==> config.mk <==
export PLATFORM = sky130hd
export DESIGN_NAME = idex_stage_flat
export DESIGN_NICKNAME = d
export VERILOG_FILES = /design/src/rtl/idex_stage_if.sv /design/src/rtl/idex_stage.sv /design/src/flat_wrapper.sv
export SDC_FILE = /design/constraint.sdc
export NUM_CORES = 1
export LEC_CHECK = 0
export ABC_AREA = 1
export BUFFER_PORTS_ARGS = -buffer_cell sky130_fd_sc_hd__buf_2
export CAP_MARGIN = 10
export CORE_MARGIN = 2
export CORE_UTILIZATION = 43
export DETAILED_ROUTE_END_ITERATION = 8
export HOLD_SLACK_MARGIN = 0.03
export PLACE_DENSITY = 0.83
export SLEW_MARGIN = 20
export SYNTH_ARGS = -nofsm -noshare
export SYNTH_HDL_FRONTEND = slang
export SYNTH_SLANG_ARGS = --single-unit
==> constraint.sdc <==
create_clock -name clk -period 3.2 [get_ports clk]
set_clock_uncertainty 0.05 [all_clocks]
set_input_delay 0.64 -clock clk [delete_from_list [all_inputs] [get_ports clk]]
set_output_delay 0.64 -clock clk [all_outputs]
set_load 0.005 [all_outputs]
==> src/rtl/idex_stage_if.sv <==
// ID -> EX bundle for idex_stage: decoded ID fields and squash/freeze controls
// (master side), plus the registered EX-side view and the load-use stall (slave side).
interface idex_stage_if #(
  parameter int DATA_W  = 32,
  parameter int REG_AW  = 5,
  parameter int ALUOP_W = 4
);
  logic               id_valid;
  logic [REG_AW-1:0]  id_rs;
  logic [REG_AW-1:0]  id_rt;
  logic [REG_AW-1:0]  id_rd;
  logic               id_uses_rt;
  logic [DATA_W-1:0]  id_rs_data;
  logic [DATA_W-1:0]  id_rt_data;
  logic [DATA_W-1:0]  id_imm;
  logic               id_reg_write;
  logic               id_mem_read;
  logic               id_mem_write;
  logic               id_mem_to_reg;
  logic               id_alu_src;
  logic               id_reg_dst;
  logic [ALUOP_W-1:0] id_alu_op;
  logic               flush;
  logic               ext_stall;

  logic               stall_o;
  logic               idex_valid;
  logic [REG_AW-1:0]  idex_rs;
  logic [REG_AW-1:0]  idex_rt;
  logic [REG_AW-1:0]  idex_dest;
  logic [DATA_W-1:0]  idex_rs_data;
  logic [DATA_W-1:0]  idex_rt_data;
  logic [DATA_W-1:0]  idex_imm;
  logic               idex_reg_write;
  logic               idex_mem_read;
  logic               idex_mem_write;
  logic               idex_mem_to_reg;
  logic               idex_alu_src;
  logic [ALUOP_W-1:0] idex_alu_op;

  modport master (
    output id_valid, id_rs, id_rt, id_rd, id_uses_rt, id_rs_data, id_rt_data, id_imm,
           id_reg_write, id_mem_read, id_mem_write, id_mem_to_reg, id_alu_src, id_reg_dst,
           id_alu_op, flush, ext_stall,
    input  stall_o, idex_valid, idex_rs, idex_rt, idex_dest, idex_rs_data, idex_rt_data,
           idex_imm, idex_reg_write, idex_mem_read, idex_mem_write, idex_mem_to_reg,
           idex_alu_src, idex_alu_op
  );

  modport slave (
    input  id_valid, id_rs, id_rt, id_rd, id_uses_rt, id_rs_data, id_rt_data, id_imm,
           id_reg_write, id_mem_read, id_mem_write, id_mem_to_reg, id_alu_src, id_reg_dst,
           id_alu_op, flush, ext_stall,
    output stall_o, idex_valid, idex_rs, idex_rt, idex_dest, idex_rs_data, idex_rt_data,
           idex_imm, idex_reg_write, idex_mem_read, idex_mem_write, idex_mem_to_reg,
           idex_alu_src, idex_alu_op
  );
endinterface

==> src/rtl/idex_stage.sv <==
// ID/EX pipeline register with load-use hazard detection, bubble injection,
// flush and external freeze. Define IDEX_PERF_CNT_EN for bubble/stall counters.
module idex_stage #(
  parameter int DATA_W  = 32,
  parameter int REG_AW  = 5,
  parameter int ALUOP_W = 4
) (
  input  logic         clk,
  input  logic         rst_n,
  idex_stage_if.slave  bus
`ifdef IDEX_PERF_CNT_EN
  ,
  output logic [31:0]  bubble_cnt,
  output logic [31:0]  stall_cnt
`endif
);
  logic               r_valid;
  logic [REG_AW-1:0]  r_rs;
  logic [REG_AW-1:0]  r_rt;
  logic [REG_AW-1:0]  r_dest;
  logic [DATA_W-1:0]  r_rs_data;
  logic [DATA_W-1:0]  r_rt_data;
  logic [DATA_W-1:0]  r_imm;
  logic               r_reg_write;
  logic               r_mem_read;
  logic               r_mem_write;
  logic               r_mem_to_reg;
  logic               r_alu_src;
  logic [ALUOP_W-1:0] r_alu_op;

  logic w_rt_hit;
  logic w_stall;
  logic w_bubble;

  // Hazard check runs on the held EX state, so it stays meaningful during ext_stall.
  assign w_rt_hit = (r_rt == bus.id_rs) | (bus.id_uses_rt & (r_rt == bus.id_rt));
  assign w_stall  = r_valid & r_mem_read & (r_rt != '0) & bus.id_valid & w_rt_hit & ~bus.flush;
  assign w_bubble = bus.flush | w_stall;

  always_ff @(posedge clk or negedge rst_n) begin
    if (!rst_n) begin
      r_valid      <= 1'b0;
      r_rs         <= '0;
      r_rt         <= '0;
      r_dest       <= '0;
      r_rs_data    <= '0;
      r_rt_data    <= '0;
      r_imm        <= '0;
      r_reg_write  <= 1'b0;
      r_mem_read   <= 1'b0;
      r_mem_write  <= 1'b0;
      r_mem_to_reg <= 1'b0;
      r_alu_src    <= 1'b0;
      r_alu_op     <= '0;
    end else if (!bus.ext_stall) begin
      if (w_bubble) begin
        // Zeroed specifiers keep the forwarding unit from matching a bubble.
        r_valid      <= 1'b0;
        r_rs         <= '0;
        r_rt         <= '0;
        r_dest       <= '0;
        r_reg_write  <= 1'b0;
        r_mem_read   <= 1'b0;
        r_mem_write  <= 1'b0;
        r_mem_to_reg <= 1'b0;
      end else begin
        r_valid      <= bus.id_valid;
        r_rs         <= bus.id_valid ? bus.id_rs : '0;
        r_rt         <= bus.id_valid ? bus.id_rt : '0;
        r_dest       <= !bus.id_valid ? '0 : (bus.id_reg_dst ? bus.id_rd : bus.id_rt);
        r_rs_data    <= bus.id_rs_data;
        r_rt_data    <= bus.id_rt_data;
        r_imm        <= bus.id_imm;
        r_reg_write  <= bus.id_valid & bus.id_reg_write;
        r_mem_read   <= bus.id_valid & bus.id_mem_read;
        r_mem_write  <= bus.id_valid & bus.id_mem_write;
        r_mem_to_reg <= bus.id_valid & bus.id_mem_to_reg;
        r_alu_src    <= bus.id_alu_src;
        r_alu_op     <= bus.id_alu_op;
      end
    end
  end

  assign bus.stall_o         = w_stall;
  assign bus.idex_valid      = r_valid;
  assign bus.idex_rs         = r_rs;
  assign bus.idex_rt         = r_rt;
  assign bus.idex_dest       = r_dest;
  assign bus.idex_rs_data    = r_rs_data;
  assign bus.idex_rt_data    = r_rt_data;
  assign bus.idex_imm        = r_imm;
  assign bus.idex_reg_write  = r_reg_write;
  assign bus.idex_mem_read   = r_mem_read;
  assign bus.idex_mem_write  = r_mem_write;
  assign bus.idex_mem_to_reg = r_mem_to_reg;
  assign bus.idex_alu_src    = r_alu_src;
  assign bus.idex_alu_op     = r_alu_op;

`ifdef IDEX_PERF_CNT_EN
  logic [31:0] r_bubble_cnt;
  logic [31:0] r_stall_cnt;

  // Saturating event counters; frozen edges under ext_stall are not counted.
  always_ff @(posedge clk or negedge rst_n) begin
    if (!rst_n) begin
      r_bubble_cnt <= '0;
      r_stall_cnt  <= '0;
    end else if (!bus.ext_stall) begin
      if (w_bubble && (r_bubble_cnt != 32'hFFFF_FFFF))
        r_bubble_cnt <= r_bubble_cnt + 32'd1;
      if (w_stall && (r_stall_cnt != 32'hFFFF_FFFF))
        r_stall_cnt <= r_stall_cnt + 32'd1;
    end
  end

  assign bubble_cnt = r_bubble_cnt;
  assign stall_cnt  = r_stall_cnt;
`endif
endmodule

==> src/flat_wrapper.sv <==
// flat-port wrapper written by rule: the top's interface ports become plain ports
module idex_stage_flat 
#(
  parameter int DATA_W  = 32,
  parameter int REG_AW  = 5,
  parameter int ALUOP_W = 4
)
  (clk, rst_n, bus_id_valid, bus_id_rs, bus_id_rt, bus_id_rd, bus_id_uses_rt, bus_id_rs_data, bus_id_rt_data, bus_id_imm, bus_id_reg_write, bus_id_mem_read, bus_id_mem_write, bus_id_mem_to_reg, bus_id_alu_src, bus_id_reg_dst, bus_id_alu_op, bus_flush, bus_ext_stall, bus_stall_o, bus_idex_valid, bus_idex_rs, bus_idex_rt, bus_idex_dest, bus_idex_rs_data, bus_idex_rt_data, bus_idex_imm, bus_idex_reg_write, bus_idex_mem_read, bus_idex_mem_write, bus_idex_mem_to_reg, bus_idex_alu_src, bus_idex_alu_op);
  idex_stage_if #(.DATA_W(DATA_W), .REG_AW(REG_AW), .ALUOP_W(ALUOP_W)) bus_i ();
  input  logic clk;
  input  logic rst_n;
  input wire logic [$bits(bus_i.id_valid)-1:0] bus_id_valid;
  input wire logic [$bits(bus_i.id_rs)-1:0] bus_id_rs;
  input wire logic [$bits(bus_i.id_rt)-1:0] bus_id_rt;
  input wire logic [$bits(bus_i.id_rd)-1:0] bus_id_rd;
  input wire logic [$bits(bus_i.id_uses_rt)-1:0] bus_id_uses_rt;
  input wire logic [$bits(bus_i.id_rs_data)-1:0] bus_id_rs_data;
  input wire logic [$bits(bus_i.id_rt_data)-1:0] bus_id_rt_data;
  input wire logic [$bits(bus_i.id_imm)-1:0] bus_id_imm;
  input wire logic [$bits(bus_i.id_reg_write)-1:0] bus_id_reg_write;
  input wire logic [$bits(bus_i.id_mem_read)-1:0] bus_id_mem_read;
  input wire logic [$bits(bus_i.id_mem_write)-1:0] bus_id_mem_write;
  input wire logic [$bits(bus_i.id_mem_to_reg)-1:0] bus_id_mem_to_reg;
  input wire logic [$bits(bus_i.id_alu_src)-1:0] bus_id_alu_src;
  input wire logic [$bits(bus_i.id_reg_dst)-1:0] bus_id_reg_dst;
  input wire logic [$bits(bus_i.id_alu_op)-1:0] bus_id_alu_op;
  input wire logic [$bits(bus_i.flush)-1:0] bus_flush;
  input wire logic [$bits(bus_i.ext_stall)-1:0] bus_ext_stall;
  output wire logic [$bits(bus_i.stall_o)-1:0] bus_stall_o;
  output wire logic [$bits(bus_i.idex_valid)-1:0] bus_idex_valid;
  output wire logic [$bits(bus_i.idex_rs)-1:0] bus_idex_rs;
  output wire logic [$bits(bus_i.idex_rt)-1:0] bus_idex_rt;
  output wire logic [$bits(bus_i.idex_dest)-1:0] bus_idex_dest;
  output wire logic [$bits(bus_i.idex_rs_data)-1:0] bus_idex_rs_data;
  output wire logic [$bits(bus_i.idex_rt_data)-1:0] bus_idex_rt_data;
  output wire logic [$bits(bus_i.idex_imm)-1:0] bus_idex_imm;
  output wire logic [$bits(bus_i.idex_reg_write)-1:0] bus_idex_reg_write;
  output wire logic [$bits(bus_i.idex_mem_read)-1:0] bus_idex_mem_read;
  output wire logic [$bits(bus_i.idex_mem_write)-1:0] bus_idex_mem_write;
  output wire logic [$bits(bus_i.idex_mem_to_reg)-1:0] bus_idex_mem_to_reg;
  output wire logic [$bits(bus_i.idex_alu_src)-1:0] bus_idex_alu_src;
  output wire logic [$bits(bus_i.idex_alu_op)-1:0] bus_idex_alu_op;
  assign bus_i.id_valid = bus_id_valid;
  assign bus_i.id_rs = bus_id_rs;
  assign bus_i.id_rt = bus_id_rt;
  assign bus_i.id_rd = bus_id_rd;
  assign bus_i.id_uses_rt = bus_id_uses_rt;
  assign bus_i.id_rs_data = bus_id_rs_data;
  assign bus_i.id_rt_data = bus_id_rt_data;
  assign bus_i.id_imm = bus_id_imm;
  assign bus_i.id_reg_write = bus_id_reg_write;
  assign bus_i.id_mem_read = bus_id_mem_read;
  assign bus_i.id_mem_write = bus_id_mem_write;
  assign bus_i.id_mem_to_reg = bus_id_mem_to_reg;
  assign bus_i.id_alu_src = bus_id_alu_src;
  assign bus_i.id_reg_dst = bus_id_reg_dst;
  assign bus_i.id_alu_op = bus_id_alu_op;
  assign bus_i.flush = bus_flush;
  assign bus_i.ext_stall = bus_ext_stall;
  assign bus_stall_o = bus_i.stall_o;
  assign bus_idex_valid = bus_i.idex_valid;
  assign bus_idex_rs = bus_i.idex_rs;
  assign bus_idex_rt = bus_i.idex_rt;
  assign bus_idex_dest = bus_i.idex_dest;
  assign bus_idex_rs_data = bus_i.idex_rs_data;
  assign bus_idex_rt_data = bus_i.idex_rt_data;
  assign bus_idex_imm = bus_i.idex_imm;
  assign bus_idex_reg_write = bus_i.idex_reg_write;
  assign bus_idex_mem_read = bus_i.idex_mem_read;
  assign bus_idex_mem_write = bus_i.idex_mem_write;
  assign bus_idex_mem_to_reg = bus_i.idex_mem_to_reg;
  assign bus_idex_alu_src = bus_i.idex_alu_src;
  assign bus_idex_alu_op = bus_i.idex_alu_op;
  idex_stage #(.DATA_W(DATA_W), .REG_AW(REG_AW), .ALUOP_W(ALUOP_W)) u_core (.clk(clk), .rst_n(rst_n), .bus(bus_i));
endmodule
## Yosys cells after proc, flatten, opt, wreduce, memory -nomap -nowiden

Cells that the tools add are included.

- Bits in registers: 121
- Bits of input ports: 127
- Output and inout port bits: 122
- Logic and storage cells: 44

- Equality and inequality tests: 2
- Muxes and demuxes: 12
- Bitwise logic cells: 15
- Reduce and logical (&&, ||, !) cells: 2

Operators by type and width:

| operator | number |
|---|---|
| two-way mux 5 bit | 7 |
| bitwise AND 1 bit | 10 |
| equality test 5 bit | 2 |
| two-way mux 1 bit | 5 |
| nonzero test 5 bit | 1 |
| inverter 1 bit | 3 |
| OR 1 bit | 2 |
| AND reduction 2 bit | 1 |

## Depth between registers and ports, before layout

- Depth after elaboration: 8
- Mapped depth: 12

## Least setup slack after synthesis

Ideal clock, no wire load.

- Path kind: input port to output port
- Start point: in bus_id_valid
- End point: out bus_stall_o
- Arrival time: 1.411 ns
- Setup slack: 1.099 ns
- Stages: 6
- Cells stage by stage: clkbuf_1 nand4_1 inv_1 nand2_2 clkbuf_1 nor2_1

- Longest elaborated chain between the ends: 3

Ends and longest elaborated chain:

| item | RTL line | RTL |
|---|---|---|
| start, declared | flat_wrapper.sv:12 | `input wire logic [$bits(bus_i.id_valid)-1:0] bus_id_valid;` |
| bitwise AND 1 bit (3 in series) | idex_stage.sv:37 | `assign w_stall = r_valid & r_mem_read & (r_rt != '0) & bus.id_valid & w_rt_hit & ~bus.flush;` |
| end, declared | flat_wrapper.sv:29 | `output wire logic [$bits(bus_i.stall_o)-1:0] bus_stall_o;` |

No other way between the ends.

## Worst setup path after layout

- Start point: reg u_core.r_rt[2], in the netlist u_core.bus.idex_rt[2]
- End point: out bus_stall_o

- Longest elaborated chain between the ends: 5

Ends and longest elaborated chain:

| item | RTL line | RTL |
|---|---|---|
| start, declared | idex_stage.sv:19 | `logic [REG_AW-1:0] r_rt;` |
| start signal, assigned | idex_stage.sv:69 | `r_rt <= bus.id_valid ? bus.id_rt : '0;` |
| equality test 5 bit or nonzero test 5 bit (tied branches) | idex_stage.sv:36, idex_stage.sv:37 |  |
| bitwise AND 1 bit (on tied branches) | idex_stage.sv:36, idex_stage.sv:37 |  |
| OR 1 bit or bitwise AND 1 bit (tied branches) | idex_stage.sv:36, idex_stage.sv:37 |  |
| bitwise AND 1 bit * (2 in series) | idex_stage.sv:37 |  |

Mark *: on every way between the ends. The rest lies on a longest branch, timed or not.

==> run_results.csv <==
group,metric,value,unit
logic_synthesis,synthMuxAreaShare,0,%
grt,grt_pass1_wl,22500,um
drt,initialDrtViolationCount,356,
logic_synthesis,ys_types,16,
floorplanning,fp.coreArea,0.0119,mm2
finish,antenna_cells,0,
grt,track_usage,21.8,%
floorplanning,dieArea,0.0129,mm2
timing,finalSetupTns,0,ns
cts,cts.clk_slew.worst_paths,0.05,ns
cts,h-tree-depth,4,
timing,finalCritPeriodShare,72.9,%
drt,num_vias,4924,
timing,fin_crit,2.33,ns
logic_synthesis,yosysWarnings,0,
run_status,outcome,"finished clean",
timing,slew_viol_final,0,
finish,nFillCells,1077,
setup_path,crit_path_frequent_cell,"nand2_1",
logic_synthesis,synth-seq-area-share,58.6,%
cts,cts_tree,"yes",
setup_path,crit_arrival,1.64,ns
setup_path,endpoint_kind,"output pin",
hold_path,hp-class,"in2async",
timing,finalSetupViolCount,0,
drt,drc,0,
setup_path,reg2regPathDepth,10,
setup_path,worstPathRequired,2.51,ns
finish,num-nets-final,969,
setup_path,slowest_delay,0.43,ns
finish,final_cell_mix,"283 x nand2_1, 247 x buf_2, 121 x dfrtp_1",
drt,viasPerCell,4.91,
logic_synthesis,syn_nets,736,
floorplanning,die_h,114,um
setup_path,path_cells,"inv_1 -> nand2_1 -> nand2_1 -> nor2_1 -> nand3_1 -> nand2_1 -> nand2_4 -> nor2_1 -> buf_2",
timing,worstMarginPinSlew,0.786,ns
place,hpwl,9560,um
cts,clk_path_buf_depth,2,
logic_synthesis,synth-xor-area-share,0.169,%
drt,routed_wl,14000,um
cts,clkSinkCount,121,
logic_synthesis,yosys.area_share.adder,0,%
setup_path,critical_path_class,"reg2out",
grt,grt_max_degree,122,
setup_path,crit_path_max_fanout,7,
logic_synthesis,synth_compound_area_share,0.726,%
finish,drive_above_1_share,34.3,%
logic_synthesis,synth_area,0.00517,mm2
place,place_congestion,0.846,
setup_path,startpoint_type,"register",
logic_synthesis,ys_ff_latch,121,
floorplanning,row_count,40,
power,p_per_area,607,mW/mm2
timing,slew_headroom,47.6,%
logic_synthesis,synth-simple-area-share,34.6,%
drt,wire_per_inst,13.9,um
cts,cts.repair.resized,0,
timing,fmax,0.428,GHz
grt,grt_remaining_overflow,0,
cts,ctsHoldBuffers,0,
setup_path,cpMaxStageDelayCell,"dfrtp_1",
place,portBuffers,248,
finish,utilization,59.7,%
logic_synthesis,synth_top_family_by_area,"simple AND/OR/NAND/NOR gates",
cts,postCtsSetupBuffers,0,
power,vdd_drop_max,0.247,mV
floorplanning,io_pins,249,
logic_synthesis,avgSynthCellArea,8.49,um2
grt,antenna_found_initial,0,
power,total_power,4.30,mW
cts,cts_root_buf,"clkbuf_16",
finish,mostFrequentLayoutCell,"nand2_1",
timing,rsz0062_at_grt,"no",
power,p_leak,4.18,nW
job,maxCapViolations,0,
floorplanning,fp.dieW,114,um
floorplanning,initial_core_util,43.6,%
timing,hold_viol_final,0,
place,dp_cells,970,
cts,numCtsBuffers,17,
finish,area_delta_synth_final,37.0,%
cts,worstSkewPairLatency,0.40,ns
finish,finalNonFillerCells,1002,
drt,antenna_left,0,
logic_synthesis,synthCells,609,
drt,dr.pass1.iters,4,
grt,grt_pass1_vias,4578,
[critical path: cells and delay by family, from the launching register on]
kind	cells	cell delay (ns)
buffers and inverters	2	0.23
and+or+nand+nor	7	0.60
DFF	1	0.43
[per-layer routing]
metal	vias up	routed length [um]	GRT usage (%)
met3	18	1150	6.54
met5	-	0	0
met4	0	197	5.93
li1	2395	-	-
met2	218	6700	35.6
met1	2293	5920	28.4
[power by group]
part	leakage (nW)	switching [mW]	internal, mW
clock	0.289	0.664	1.24
sequential	1.52	0.0965	1.71
combinational	2.38	0.315	0.277
total	4.18	1.08	3.22
[final cells by class]
type	instances	area (um2)	share of cell area (%)
repair buffers	255	1360	19.2
multi-input cells	430	1850	26.2
well taps	147	184	2.60
inverters	17	63.8	0.901
clock buffers	19	443	6.25
flip-flops and latches	121	3030	42.7
clock inverters	13	151	2.14
[cells in the mapped netlist, drive strengths merged]
master,n,area share (%)
buf,31,4.0
a211oi,5,0.73
clkinv,1,0.073
dfrtp,121,59
inv,16,1.2
xnor2,1,0.17
nor2,14,1.0
clkbuf,10,0.73
nand2,285,21
nand3,109,11
nand3b,14,2.0
nand4,2,0.24
[cell families after synthesis]
family                 count (synthesis)
AND/OR/NAND/NOR                      424
XOR/XNOR                               1
buffers and inverters                 58
AO/OA/AOI/OAI                          5
flip-flops                           121
[final timing paths]
kind / from / endpoint / slack (ns)
worst max register to register: u_core.bus.idex_rt[2]$_DFFE_PN0N_ / u_core.bus.idex_rs_data[25]$_DFFE_PN0P_ / 1.15
worst min-delay path: rst_n / u_core.bus.idex_rt_data[10]$_DFFE_PN0P_ / 0.08
worst min register to register: u_core.bus.idex_alu_op[1]$_DFFE_PN0P_ / u_core.bus.idex_alu_op[1]$_DFFE_PN0P_ / 0.41
min in group clk: u_core.bus.idex_alu_op[1]$_DFFE_PN0P_ / u_core.bus.idex_alu_op[1]$_DFFE_PN0P_ / 0.41
max in group asynchronous: rst_n / u_core.bus.idex_imm[20]$_DFFE_PN0P_ / 2.41
worst max-delay path: u_core.bus.idex_rt[2]$_DFFE_PN0N_ / bus_stall_o / 0.87
[through the flow]
stage          hold WS, ns  setup slack [ns]  instance area (um2)
6_report            0.0756             0.866                 7080
5_1_grt             0.0755             0.727                 7080
4_1_cts             0.0679             0.847                 7080
3_5_place_dp         0.403             0.872                 6490
3_3_place_gp         0.399             0.924                 6490
2_1_floorplan        0.294              1.10                 5170
(Power assumes the default switching activity.)
